**src/rtl/toggle_counter_pkg.sv**
```systemverilog
// rtl/toggle_counter_pkg.sv - shared constants and sizing helper for toggle_counter
package toggle_counter_pkg;

   localparam int DEF_WIDTH    = 4;
   localparam int DEF_PRESCALE = 1;

   function automatic int clog2(input int v);
      int r;
      r = 0;
      for (int i = 0; i < 31; i++) begin
         if ((1 << i) < v) r = i + 1;
      end
      return r;
   endfunction

endpackage

```
**src/rtl/toggle_counter_tff_cell.sv**
```systemverilog
// rtl/toggle_counter_tff_cell.sv - one counter bit: T flip-flop with sync clear and load
module tff_cell (
   input  logic CLK,
   input  logic RST_N,
   input  logic t,
   input  logic ld,
   input  logic d,
   input  logic clr,
   output logic q
);

   always_ff @(posedge CLK or negedge RST_N) begin
      if (!RST_N)  q <= 1'b0;
      else if (clr) q <= 1'b0;
      else if (ld)  q <= d;
      else if (t)   q <= ~q;
   end

endmodule

```
**src/rtl/toggle_counter.sv**
```systemverilog
// rtl/toggle_counter.sv - up/down T-flip-flop counter with prescaler, terminal-count pulse and sticky overflow
module toggle_counter
   import toggle_counter_pkg::*;
#(
   parameter int WIDTH    = DEF_WIDTH,
   parameter int PRESCALE = DEF_PRESCALE
) (
   input  logic             CLK,
   input  logic             RST_N,
   input  logic             en,
   input  logic             up,
   input  logic             clr,
   input  logic             load,
   input  logic [WIDTH-1:0] load_val,
   output logic [WIDTH-1:0] Q,
   output logic             tc,
   output logic             ovf
);

   localparam int PSW = (clog2(PRESCALE) < 1) ? 1 : clog2(PRESCALE);
   localparam logic [PSW-1:0] PS_LAST = PSW'(PRESCALE - 1);

   logic [PSW-1:0] ps;
   logic           step;
   logic           wrap;
   logic [WIDTH:0] all_ones;
   logic [WIDTH:0] all_zeros;
   logic [WIDTH-1:0] t;

   assign step = en && (ps == PS_LAST);

   // Prefix terms: bit i toggles when every lower bit is 1 (up) or 0 (down);
   // the full-width term marks a wrapping step.
   always_comb begin
      all_ones  = '0;
      all_zeros = '0;
      all_ones[0]  = 1'b1;
      all_zeros[0] = 1'b1;
      for (int i = 1; i <= WIDTH; i++) begin
         all_ones[i]  = all_ones[i-1]  & Q[i-1];
         all_zeros[i] = all_zeros[i-1] & ~Q[i-1];
      end
   end

   always_comb begin
      t = '0;
      for (int i = 0; i < WIDTH; i++) begin
         t[i] = step & (up ? all_ones[i] : all_zeros[i]);
      end
   end

   assign wrap = step & (up ? all_ones[WIDTH] : all_zeros[WIDTH]);

   genvar g;
   generate
      for (g = 0; g < WIDTH; g++) begin : g_bit
         tff_cell u_cell (
            .CLK   (CLK),
            .RST_N (RST_N),
            .t     (t[g]),
            .ld    (load),
            .d     (load_val[g]),
            .clr   (clr),
            .q     (Q[g])
         );
      end
   endgenerate

   always_ff @(posedge CLK or negedge RST_N) begin
      if (!RST_N) begin
         ps  <= '0;
         tc  <= 1'b0;
         ovf <= 1'b0;
      end else if (clr) begin
         ps  <= '0;
         tc  <= 1'b0;
         ovf <= 1'b0;
      end else if (load) begin
         ps <= '0;
         tc <= 1'b0;
      end else if (en) begin
         ps <= step ? '0 : ps + PSW'(1);
         tc <= wrap;
         if (wrap) ovf <= 1'b1;
      end else begin
         tc <= 1'b0;
      end
   end

endmodule

```
**config.mk**
```make
export PLATFORM = sky130hd
export DESIGN_NAME = toggle_counter
export DESIGN_NICKNAME = d
export VERILOG_FILES = /design/src/rtl/toggle_counter_pkg.sv /design/src/rtl/toggle_counter_tff_cell.sv /design/src/rtl/toggle_counter.sv
export SDC_FILE = /design/constraint.sdc
export NUM_CORES = 1
export LEC_CHECK = 0
export ABC_AREA = 1
export CAP_MARGIN = 20
export CELL_PAD_IN_SITES_DETAIL_PLACEMENT = 1
export CELL_PAD_IN_SITES_GLOBAL_PLACEMENT = 2
export CORE_MARGIN = 2
export CORE_UTILIZATION = 21
export CTS_CLUSTER_SIZE = 14
export DETAILED_ROUTE_END_ITERATION = 8
export PLACE_DENSITY_LB_ADDON = 0.05
export RECOVER_POWER = 100
export REMOVE_ABC_BUFFERS = 1
export SETUP_SLACK_MARGIN = 0.5
export SLEW_MARGIN = 20
export SYNTH_ARGS = -nofsm -noshare
export SYNTH_HDL_FRONTEND = slang
export SYNTH_SLANG_ARGS = --single-unit
```
**constraint.sdc**
```tcl
create_clock -name CLK -period 1.05 [get_ports CLK]
set_clock_uncertainty 0.15 [all_clocks]
set_input_delay 0.105 -clock CLK [delete_from_list [all_inputs] [get_ports CLK]]
set_output_delay 0.105 -clock CLK [all_outputs]
set_load 0.01 [all_outputs]
```
==> flow_summary.json <==
{
  "placedInstanceArea_um2": 689,
  "antenna-diode-count": 0,
  "grt_pass1_vias": 531,
  "rsz_0062_raised_after_global_routing": "yes",
  "routed_wire_length_per_instance_um": 11.7,
  "failed_checks": "negative setup slack",
  "yosys_warnings": 0,
  "layout_setup_ws_ns": -0.188,
  "layout-area-overhead-vs-synth_pct": 69.7,
  "total_congestion_overflow": 0,
  "port_buffers": 15,
  "global_route.usage.total_pct": 13.0,
  "netlist.top_cell.by_area": "dfrtp_1",
  "final_critical_delay_including_setup_and_external_delays_ns": 1.24,
  "yosys-top-cells-area": "dfrtp_1, buf_4, nand2_1",
  "floorplan.io_pins": 16,
  "die_height_um": 51.1,
  "clkSlewWorstSetupHoldPaths_ns": 0.05,
  "rows": 17,
  "avgSynthCellArea_um2": 7.91,
  "clkLatencyLatePin_ns": 0.25,
  "drt_drc_violations_left": 0,
  "wire_length_of_the_first_global_routing_pass_um": 2440,
  "synth_cell_types": 19,
  "cts_buffers": 3,
  "drt_iter0_markers": 2,
  "start_util_pct": 21.7,
  "area_of_the_mapped_netlist_um2": 467,
  "worst_hold_slack_ns": 0.153,
  "grt_antenna_before_repair": 0,
  "power_density_of_the_placed_cells_mw_per_mm2": 1090,
  "power.ir.vdd_worst_v": 0.000534,
  "synth_largest_type_area_fraction_pct": 37.5,
  "totalWireLength_um": 1360,
  "tritoncts": "built",
  "measured_slew_at_the_worst_slew_check_pin_ns": 0.454,
  "status": "complete, but fails checks",
  "critical_path_end_type": "flip-flop",
  "synth_seq_cells": 7,
  "ff_to_ff_start": "g_bit[0].u_cell.q",
  "drt-vias-per-instance": 4.13,
  "fp.dieW_um": 51.1,
  "max_slew_margin_pct": 69.7,
  "critical_path_arrival_ns": 1.27,
  "finalWeightedCongestion": 0.669,
  "cts_sinks": 7,
  "synth.yosys.seq_area_share_pct": 37.5,
  "clock_tree.root_cell": "clkbuf_4",
  "detailed_place_hpwl_um": 1010,
  "critPathRequiredTime_ns": 1.08,
  "timing.final.max_slew_violations": 0,
  "maxClockFrequency_mhz": 808,
  "detail_route.first_pass.iterations": 3,
  "hold_class": "in -> async",
  "final_antenna_net_count": 0,
  "design.die.area_mm2": 0.00262,
  "grt_start_max_net_pins": 10,
  "fin_setup_tns_ns": -1.05,
  "cts_htree_levels": 1,
  "cts-root-to-sink-buffers": 2,
  "vias": 479,
  "crit_start": "g_bit[0].u_cell.q",
  "report.final.setup_viol": 8,
  "async_reset_ff_share_pct": 100,
  "synth_edf_count": 0,
  "startpoint_type": "flip-flop",
  "drv_cap": 0,
  "post-route-period-util_pct": 118,
  "critical_path_class": "reg -> reg",
  "ys.flop_type": "dfrtp_1",
  "num-nets-final": 99,
  "totalPowerFinal_uw": 864,
  "final_area_um2": 792,
  "floorplan.core_area_mm2": 0.00215,
  "synthCells": 59,
  "finalHoldViolCount": 0,
  "crit_path_max_fanout": 4,
  "power_leakage_nw": 0.368,
  "post_route_cells_drive_above_1_share_pct": 46.6
}
[power breakdown]
part | switching, mW | internal, mW
Clock | 0.103 | 0.145
Combinational | 0.147 | 0.163
Sequential | 0.0158 | 0.289
Total | 0.267 | 0.598
[registers in the layout (all words and copies together), names as in the netlist]
register        flops
g_bit.u_cell.q      4
ovf                 1
ps                  1
tc                  1
[cells by family after synthesis]
family,synth area share (%)
simple gates,33.8
compound gates,15.5
buf+inv,11.3
flops,37.5
xor+xnor,1.88
[routing by layer]
layer | vias to the layer above | part of all wire (%) | track usage, %
met3 | 0 | 4.9 | 5.56
met4 | 0 | 0 | 2.70
met1 | 220 | 45 | 16.0
met2 | 10 | 50 | 21.0
met5 | - | 0 | 0
li1 | 249 | - | -
[synthesized netlist by cell type, types with 2 or more instances]
master / instances
inv_2: 2
inv_1: 4
nor2_1: 8
nand3_1: 4
buf_4: 4
nand2_2: 4
o21ai_1: 3
dfrtp_1: 7
nor2_4: 2
a21oi_1: 5
nand2_1: 8
[layout make-up]
class,instances,area [um2]
fillers,265,1360
multi-input cells,42,282
repair buffers,29,251
flip-flops and latches,7,175
well taps,28,35.0
clock buffers,4,26.3
inverters,6,22.5
[critical path, stage by stage, from the launching register on]
cell,delay (ns)
dfrtp_1,0.39
buf_6,0.14
nand2_4,0.07
nand2_4,0.06
nor2_4,0.12
nand4_2,0.10
a21oi_2,0.14
[final timing paths]
kind / slack (ns) / depth (start not counted) / end
worst max-delay path: -0.19 / 6 / ovf
worst min-delay path: 0.15 / 2 / g_bit[3].u_cell.q
worst max register to register: -0.19 / 6 / ovf
worst min register to register: 0.39 / 2 / ovf
max in group asynchronous: 0.29 / 2 / tc
min in group CLK: 0.27 / 2 / ps
[metrics by stage]
step	utilization (%)	std cells	worst slack (ns)
after floorplan	-	55	-0.101
after global placement	32.1	107	-0.381
after detailed placement	32.1	107	-0.392
after CTS	34.8	114	-0.196
after global routing	36.9	116	-0.272
final	36.9	116	-0.188
[cells in the final DEF (no fill, tap or decap), types with 2 or more instances in the layout]
| master | Yosys | final |
|---|---|---|
| nor2_4 | 2 | 4 |
| dfrtp_1 | 7 | 7 |
| buf_4 | 4 | 10 |
| clkdlybuf4s50_1 | 0 | 8 |
| buf_2 | 0 | 2 |
| nand2_2 | 4 | 5 |
| nand2_1 | 8 | 6 |
| clkbuf_1 | 0 | 2 |
| buf_6 | 0 | 6 |
| o21ai_2 | 1 | 2 |
| inv_2 | 2 | 2 |
| o21ai_1 | 3 | 2 |
| nand3_1 | 4 | 3 |
| clkbuf_4 | 0 | 3 |
| nand2_4 | 1 | 2 |
| nor2_1 | 8 | 7 |
| inv_1 | 4 | 4 |
| a21oi_1 | 5 | 4 |
[repair_timing]
| item | CTS | global route |
|---|---|---|
| buffers inserted | 3 | 2 |
| setup endpoints to repair | 13 | 13 |
| resized for setup | 30 | 10 |
| endpoints found under the hold margin | 7 | 7 |
| pin swaps | 7 | 9 |
(Power assumes the default switching activity.)
